`config.mk`:
```
export PLATFORM = sky130hd
export DESIGN_NAME = rf_write_ctrl
export DESIGN_NICKNAME = d
export VERILOG_FILES = /design/src/rtl/rf_write_ctrl_pkg.sv /design/src/rtl/rf_scoreboard.sv /design/src/rtl/rf_write_ctrl.sv
export SDC_FILE = /design/constraint.sdc
export NUM_CORES = 1
export LEC_CHECK = 0
export ABC_CLOCK_PERIOD_IN_PS = 2800
export BUFFER_PORTS_ARGS = -buffer_cell sky130_fd_sc_hd__buf_2
export CAP_MARGIN = 30
export CORE_ASPECT_RATIO = 1.1
export CORE_MARGIN = 1.5
export CORE_UTILIZATION = 49
export DETAILED_ROUTE_END_ITERATION = 8
export PLACE_DENSITY = 0.86
export SKIP_LAST_GASP = 1
export SYNTH_ARGS = -nofsm -noshare
export SYNTH_HDL_FRONTEND = slang
export SYNTH_SLANG_ARGS = --single-unit
```
`constraint.sdc`:
```
create_clock -name clk -period 2.8 [get_ports clk]
set_input_delay 0.56 -clock clk [delete_from_list [all_inputs] [get_ports clk]]
set_output_delay 0.56 -clock clk [all_outputs]
set_load 0.05 [all_outputs]
```
`src/rtl/rf_write_ctrl_pkg.sv`:
```
// Shared constants, types and helpers for the register-file write controller.
package rf_write_ctrl_pkg;

    localparam int unsigned REG_COUNT    = 32;
    localparam int unsigned ADDR_W       = 5;
    localparam int unsigned DATA_W       = 32;
    localparam int unsigned STARVE_LIMIT = 4;
    localparam int unsigned STARVE_W     = $clog2(STARVE_LIMIT);

    localparam logic [0:0] ST_INIT = 1'b0;
    localparam logic [0:0] ST_RUN  = 1'b1;

    typedef logic [ADDR_W-1:0]    addr_t;
    typedef logic [DATA_W-1:0]    data_t;
    typedef logic [REG_COUNT-1:0] regvec_t;

    function automatic regvec_t addr_onehot(input addr_t a);
        regvec_t v;
        v    = '0;
        v[a] = 1'b1;
        return v;
    endfunction

endpackage

```
`src/rtl/rf_scoreboard.sv`:
```
// Pending-write scoreboard: one bit per register, set on issue, cleared on result.
module rf_scoreboard
    import rf_write_ctrl_pkg::*;
(
    input  logic  clk,
    input  logic  reset,
    input  logic  set_en,
    input  addr_t set_wa,
    input  logic  clr_en,
    input  addr_t clr_wa,
    input  addr_t ra1,
    input  addr_t ra2,
    input  addr_t ra3,
    output logic  rd1,
    output logic  rd2,
    output logic  rd3
);

    regvec_t pend_q;
    regvec_t pend_d;
    regvec_t set_mask;
    regvec_t clr_mask;

    always_comb begin
        set_mask = set_en ? addr_onehot(set_wa) : '0;
        clr_mask = clr_en ? addr_onehot(clr_wa) : '0;
        // Set is applied after clear so a same-cycle set on the same bit wins.
        pend_d    = (pend_q & ~clr_mask) | set_mask;
        pend_d[0] = 1'b0;
    end

    always_ff @(posedge clk or posedge reset) begin
        if (reset) begin
            pend_q <= '0;
        end else begin
            pend_q <= pend_d;
        end
    end

    assign rd1 = pend_q[ra1];
    assign rd2 = pend_q[ra2];
    assign rd3 = pend_q[ra3];

endmodule

```
`src/rtl/rf_write_ctrl.sv`:
```
// Register-file write-port arbiter: clears the file after reset, then shares the
// single write port between pipeline writeback and a long-latency unit.
module rf_write_ctrl
    import rf_write_ctrl_pkg::*;
(
    input  logic  clk,
    input  logic  reset,
    input  logic  wb_we,
    input  addr_t wb_wa,
    input  data_t wb_wd,
    input  logic  lu_valid,
    input  addr_t lu_wa,
    input  data_t lu_wd,
    output logic  lu_ready,
    input  logic  iss_valid,
    input  addr_t iss_wa,
    input  addr_t chk_ra1,
    input  addr_t chk_ra2,
    input  addr_t chk_wa,
    output logic  hazard_stall,
    output logic  wb_hold,
    output logic  rf_we,
    output addr_t rf_wa,
    output data_t rf_wd,
    output logic  init_busy
);

    logic [0:0]          state_q, state_d;
    addr_t               cnt_q, cnt_d;
    logic [STARVE_W-1:0] starve_q, starve_d;
    logic                wb_hold_q, wb_hold_d;

    logic run;
    logic wb_req;
    logic lu_hs;
    logic starved;
    logic pend1, pend2, pend3;

    assign run      = (state_q == ST_RUN);
    assign wb_req   = wb_we && (wb_wa != '0);
    assign lu_ready = run && (wb_hold_q || !wb_req);
    assign lu_hs    = lu_valid && lu_ready;
    assign starved  = run && lu_valid && !lu_ready;

    always_comb begin
        rf_we = 1'b0;
        rf_wa = '0;
        rf_wd = '0;
        if (!run) begin
            rf_we = 1'b1;
            rf_wa = cnt_q;
        end else if (!wb_hold_q && wb_req) begin
            rf_we = 1'b1;
            rf_wa = wb_wa;
            rf_wd = wb_wd;
        end else if (lu_hs && (lu_wa != '0)) begin
            rf_we = 1'b1;
            rf_wa = lu_wa;
            rf_wd = lu_wd;
        end
    end

    always_comb begin
        state_d = state_q;
        cnt_d   = cnt_q;
        if (!run) begin
            cnt_d = cnt_q + 1'b1;
            if (cnt_q == ADDR_W'(REG_COUNT - 1)) begin
                state_d = ST_RUN;
            end
        end
    end

    // Hold pulse fires on the cycle after the limit-th starved cycle.
    always_comb begin
        starve_d  = '0;
        wb_hold_d = 1'b0;
        if (starved) begin
            if (starve_q == STARVE_W'(STARVE_LIMIT - 1)) begin
                wb_hold_d = 1'b1;
            end else begin
                starve_d = starve_q + 1'b1;
            end
        end
    end

    always_ff @(posedge clk or posedge reset) begin
        if (reset) begin
            state_q   <= ST_INIT;
            cnt_q     <= ADDR_W'(1);
            starve_q  <= '0;
            wb_hold_q <= 1'b0;
        end else begin
            state_q   <= state_d;
            cnt_q     <= cnt_d;
            starve_q  <= starve_d;
            wb_hold_q <= wb_hold_d;
        end
    end

    rf_scoreboard u_scoreboard (
        .clk    (clk),
        .reset  (reset),
        .set_en (run && iss_valid),
        .set_wa (iss_wa),
        .clr_en (lu_hs),
        .clr_wa (lu_wa),
        .ra1    (chk_ra1),
        .ra2    (chk_ra2),
        .ra3    (chk_wa),
        .rd1    (pend1),
        .rd2    (pend2),
        .rd3    (pend3)
    );

    assign hazard_stall = !run || pend1 || pend2 || pend3;
    assign wb_hold      = wb_hold_q;
    assign init_busy    = !run;

endmodule

```
; ---- Yosys cells after proc, flatten, opt, wreduce, memory -nomap -nowiden
; Index checks and enable logic that the tools add are counted.
[word_totals]
reg_bits = 40
inputBits = 99
word_cells = 66
[op_classes]
addsub = 2
magnitude_cmp = 7
n_eq_ne = 2
mux = 27
n_bitwise = 3
n_reduce_logical = 20
[ops]
columns = op, n
row1 = 32-bit 2-to-1 mux, 5
row2 = 32-bit AND, 1
row3 = 32-bit inverter, 1
row4 = 32-bit bitwise OR, 1
row5 = 5-bit by 6-bit < comparator with 1-bit output (second input constant), 5
row6 = 1-bit binary-select mux with 5-bit select, 3
row7 = 5-bit 2-to-1 mux, 3
row8 = 1-bit 2-to-1 mux, 12
row9 = 1-bit demux with 5-bit select, 2
row10 = 5-bit by 1-bit >= comparator with 1-bit output (second input constant), 2
row11 = 1-bit logical AND, 10
row12 = 5-bit nonzero test, 2
row13 = 5-bit by 1-bit adder with 5-bit output (second input constant), 1
row14 = 5-bit equality test (second input constant), 1
row15 = 1-bit zero test, 4
row16 = 1-bit logical OR, 4
row17 = 2-bit 2-to-1 mux, 2
row18 = 2-bit by 1-bit adder with 2-bit output (second input constant), 1
row19 = 2-bit equality test (second input constant), 1

; ---- Logic depth before layout (Yosys ltp)
[logic_depth]
word_depth = 10
ltp_mapped = 8
ltp_nobuf = 6

; ---- By module
; From an unflattened synthesis, not the netlist that was laid out.
[unflattened]
hier_cells = 416
hier_area_um2 = 3626.0
[modules_own_cells]
columns = mod, n_inst, cells_per_inst, area_each_um2, seq_area_each_um2
row1 = rf_scoreboard, 1, 229, 2179.6, 775.7
row2 = rf_write_ctrl, 1, 187, 1446.4, 226.5

; ---- Worst setup path before layout
; Ideal clock, no wire load.
[synth_path]
kind = input -> output
start = in wb_wa[3]
end = out rf_we
arrival_ns = 2.680
required_time_ns = 2.240
path_slack_ns = -0.440
path_stages = 5
path_buffers = 1
cell_sequence = or4_4 -> o21a_1 -> clkbuf_1 -> nor2_1 -> nand2b_1
[synth_via]
elab_chain_len = 10
elab_cells_between_ends = 11
[synth_rtl]
columns = item, line
row1 = "start, declared", rf_write_ctrl.sv:9  ; input addr_t wb_wa,
row2 = 5-bit nonzero test, rf_write_ctrl.sv:40  ; assign wb_req = wb_we && (wb_wa != '0);
row3 = 1-bit logical AND, rf_write_ctrl.sv:40
row4 = 1-bit zero test, rf_write_ctrl.sv:41  ; assign lu_ready = run && (wb_hold_q || !wb_req);
row5 = 1-bit logical OR, rf_write_ctrl.sv:41
row6 = 1-bit logical AND, rf_write_ctrl.sv:41
row7 = via lu_ready, rf_write_ctrl.sv:14  ; output logic lu_ready,
row8 = 1-bit logical AND, rf_write_ctrl.sv:42  ; assign lu_hs = lu_valid && lu_ready;
row9 = 1-bit logical AND, rf_write_ctrl.sv:56  ; end else if (lu_hs && (lu_wa != '0)) begin
row10 = 1-bit 2-to-1 mux, rf_write_ctrl.sv:56
row11 = 1-bit 2-to-1 mux, rf_write_ctrl.sv:52  ; end else if (!wb_hold_q && wb_req) begin
row12 = 1-bit 2-to-1 mux, rf_write_ctrl.sv:49  ; if (!run) begin
row13 = "end, declared", rf_write_ctrl.sv:22  ; output logic rf_we,
; The timed path passes the listed nets, and every way through them passes these cells.

; ---- Worst setup path after layout
[layout_path]
start = in wb_wa[3]
end = out rf_wd[25]
[layout_via]
elab_chain_len = 10
elab_cells_between_ends = 11
[layout_rtl]
columns = item, line
row1 = 5-bit nonzero test *, rf_write_ctrl.sv:40
row2 = 1-bit logical AND *, rf_write_ctrl.sv:40
row3 = 1-bit zero test, rf_write_ctrl.sv:41
row4 = 1-bit logical OR, rf_write_ctrl.sv:41
row5 = 1-bit logical AND, rf_write_ctrl.sv:41
row6 = 1-bit logical AND, rf_write_ctrl.sv:42
row7 = 1-bit logical AND, rf_write_ctrl.sv:56
row8 = 32-bit 2-to-1 mux, rf_write_ctrl.sv:56
row9 = 32-bit 2-to-1 mux *, rf_write_ctrl.sv:52
row10 = 32-bit 2-to-1 mux *, rf_write_ctrl.sv:49
row11 = "end, declared", rf_write_ctrl.sv:24  ; output data_t rf_wd,
; Mark *: on every way between the ends. The rest lies on a longest branch, timed or not.

==> results <==
- 141 I/O pins were placed.
- The required time at the endpoint of the critical path is 2.24 ns.
- In this run, synthesis inferred 0 flip-flops with an integrated enable.
- After layout, the worst setup slack is -0.07829 ns.
- Internal power comes to 1368 uW.
- The signal on the critical path passes through buf_6 -> or4_4 -> o21ai_4 -> and3_4 -> o31a_4 -> buf_12 -> a22oi_2 -> nor2_4 -> buf_6.
- The maximum frequency from static timing analysis is 347.4 MHz.
- The total count of hold-check failures in the final report was 0.
- The checks that failed: setup timing.
- Using the TritonRoute via totals, the vias-per-cell ratio works out to 6.348.
- The share of flip-flops with an asynchronous set or reset is 100.0%.
- The via count of the first global-routing pass is 3846.
- The routed wirelength normalized by instance count is 20.99 um.
- For this run, the post-layout net count is 597.
- The slowest cell on the critical path is sky130_fd_sc_hd__or4_4.
- After synthesis, the mean cell area works out to 9.812 um2.
- The flop and latch count out of synthesis is 40.
- Detailed placement finished with a half-perimeter wire length of 8.171 mm.
- The worst setup path is launched from an input port.
- The number of fillers in the final layout is 455.
- CTS placed an instance of sky130_fd_sc_hd__clkbuf_8 at the clock tree root.
- The count of pins over their slew limit was 0.
- The height of the die is 89.80 um.
- The initial detailed-routing violation count is 264.
- The via count of the routed design is 3663.
- Clock latency on the worst-skew pair, taken at its later pin, is 0.30 ns.
- The final clock skew is 0.008387 ns.
- For this design, the sink count on the clock tree is 40.
- Of the synthesized area, sequential elements account for 29.87%.
- The ratio of cells with drive above 1 in the final layout is 56.16%.
- The count of buffers inserted at the top-level ports is 140.
- The transition time of the tightest slew-check pin is 0.5656 ns.
- The global route total overflow is 0.
- The register area is 0.001002 mm2.
- The peak supply drop is 0.3117 mV.
- In this design, the stage delay of the slowest critical-path cell is 0.55 ns.
- The total area inside the core boundary comes to 0.006594 mm2.
- Synthesis produced a netlist whose cell count is 342.
- The switching share of total power is 35.51%.
- The clock transition at the registers of the reported paths is 0.08 ns.
- The share of total power in the clock network is 26.0%.
- The initial antenna violation count is 0.
- The final instance count without filler cells is 577.
- The most repeated library cell on the critical path is sky130_fd_sc_hd__buf_6.
- The instance area after placement is 0.004412 mm2.
- Setup repair after global routing could not meet its margin everywhere.
- The die outline area is 0.007355 mm2.
- In this run the remaining antenna-violating nets after routing total 0.
- In this run the number of H-tree levels came out at 2.
- The final weighted congestion in routability-driven placement is 0.8728.
- The worst setup path is captured at an output port.
- The post-route standard cell area excluding fillers is 0.004892 mm2.
- For this run, the detailed router's first-pass iteration total came to 6.
- The number of remaining DRC errors is 0.
- Row generation in the floorplan step produced 31 rows.
- Of the total power, combinational logic draws 40.8%.
- The final wirelength is 12.11 mm.
- The TritonCTS clock tree is yes.
- The area growth from synthesis to layout is 45.79%.
- The final critical path takes up 102.8% of the cycle.
- The area of the multi-input gates is 0.002356 mm2.
- The pin count of the biggest net entering global routing is 41.
- The analysis attributes to cell leakage a power of 0.002162 uW.
- The antenna diode count is 0.
- Across all register-to-register paths, the minimum setup slack is 1.04 ns.
- The net count after synthesis is 444.
- Leaving out fill and tap cells, the most frequent cell in the layout is sky130_fd_sc_hd__buf_2.
- The number of buffers between clock root and the deepest sink is 2.
- For the worst setup path, the data arrival time is 2.32 ns.
- The die width is 81.91 um.
- The relative slew slack is 61.32%.
- The count of distinct cell types in the synthesized netlist is 48.
- The areal power density over the cells is 433.7 mW/mm2.
- In this run the worst path has a maximum fanout of 10.
- The total net switching power is 753.4 uW.
- For this configuration, the core starts out at a cell density of 50.89%.
- The run finished, with violations left.
- The class of the most critical setup path is input port to output port.
- The dominant synthesized flop cell is sky130_fd_sc_hd__dfrtp_1.
- The count of final setup violators is 33.
- The min-delay analysis places its worst path in the category input port to async pin.
- The setup slack at placement is -0.1453 ns.
- Global routing used 33.24% of the available tracks.
- The first global-routing pass estimated 18.77 mm of wire.
- The total clock buffers created by CTS is 5.
- The synthesized cell area is 0.003356 mm2.
- In the layout the commonest cells are sky130_fd_sc_hd__buf_2, sky130_fd_sc_hd__o21ai_0, sky130_fd_sc_hd__dfrtp_1, sky130_fd_sc_hd__a22oi_2, sky130_fd_sc_hd__nor2_4.
- The time the final worst path needs with I/O delays and setup is 2.878 ns.
- Per report_power, the sequential group accounts for 33.2% of the total.
- The max-capacitance violation count is 0.
- The number of placed instances, taps included, is 568.
- The share of the core filled with cells is 74.19%.
- Hold repair after CTS inserted 0 buffers.
- Yosys printed 0 warnings.
==> worst paths after layout <==
kind                              from                 endpoint  cells past startpoint
setup / recovery              wb_wa[3]                rf_wd[25]                      9
hold / removal                   reset   u_scoreboard.pend_q[4]                      3
setup reg to reg               wb_hold  u_scoreboard.pend_q[18]                      7
hold reg to reg            starve_q[0]              starve_q[0]                      1
max in group asynchronous        reset                 cnt_q[0]                      3
min in group clk           starve_q[0]              starve_q[0]                      1
==> routing by layer <==
metal  GRT usage (%)  vias up  wire [um]
met3           7.716       57        976
met5               0        -          0
met2           56.35      238       6446
met1           38.51     1745       4168
met4           15.82        0        518
li1                -     1623          -
==> logic make-up (layout without fill, tap and decap cells) <==
kind of cell / after synthesis / in the layout / synth area share, %
fa+ha+maj: 3 / 3 / 1.119
compound gates: 123 / 123 / 27.70
simple gates: 105 / 105 / 18.05
mux: 35 / 35 / 16.26
flops: 40 / 40 / 29.87
buf+inv: 33 / 186 / 6.227
xor+xnor: 3 / 3 / 0.7831
==> area by class of cell <==
type / count / area share, %
Multi-Input combinational cell: 269 / 48.16
Timing Repair Buffer: 170 / 25.93
Clock buffer: 5 / 1.407
Tap cell: 82 / 2.097
Clock inverter: 2 / 1.228
Inverter: 9 / 0.6905
Sequential cell: 40 / 20.49
==> critical path: cells and delay by family <==
family / cells / cell delay [ns]
and+or+nand+nor: 3 / 0.85
AOI/OAI and AO/OA: 3 / 0.47
buffers and inverters: 3 / 0.42
==> flip-flops by register name (all words and copies together) (netlist names) <==
| name | cells |
|---|---|
| u_scoreboard.pend_q | 31 |
| cnt_q | 5 |
| starve_q | 2 |
| run | 1 |
| wb_hold | 1 |
==> per-stage QoR <==
stage	hold WS, ns	TNS (ns)	total power, uW
floorplan	0.4150	-0.2557	1219
global placement	0.4277	-2.107	1428
detailed placement	0.4428	-3.454	1458
CTS	0.3859	-0.7780	2081
global route	0.4097	-2.944	2207
finish	0.3608	-1.744	2122
==> cell usage after synthesis, types with 5 or more instances <==
cell / instances / share of area (%)
sky130_fd_sc_hd__a22oi_1: 5 / 1.1
sky130_fd_sc_hd__nand3_1: 9 / 1.3
sky130_fd_sc_hd__nor2b_1: 5 / 0.93
sky130_fd_sc_hd__mux2_2: 6 / 2.0
sky130_fd_sc_hd__mux2i_1: 14 / 4.2
sky130_fd_sc_hd__nand3b_1: 8 / 1.8
sky130_fd_sc_hd__a21oi_1: 5 / 0.75
sky130_fd_sc_hd__inv_1: 8 / 0.89
sky130_fd_sc_hd__nor2_2: 30 / 5.6
sky130_fd_sc_hd__a22oi_2: 30 / 11
sky130_fd_sc_hd__o21ai_0: 63 / 9.4
sky130_fd_sc_hd__mux4_2: 15 / 10
sky130_fd_sc_hd__clkbuf_1: 10 / 1.1
sky130_fd_sc_hd__dfrtp_1: 39 / 29
sky130_fd_sc_hd__nand2_1: 11 / 1.2
sky130_fd_sc_hd__nor2_1: 17 / 1.9
sky130_fd_sc_hd__buf_2: 5 / 0.75
==> power groups by stage <==
stage	registers, uW	clock network (uW)	logic [uW]
floorplan	684	0	535
finish	705	551	865
global placement	707	0	721
CTS	702	552	827
detailed placement	714	0	744
global route	712	580	915
==> timing repair <==
action | 4_1_cts | 5_1_grt
buffers inserted | 1 | 0
cloned | 1 | 0
endpoints found under the setup margin | 34 | 35
gates resized for setup | 75 | 17
pin swaps | 5 | 6
Power figures use the tool's default switching activity.
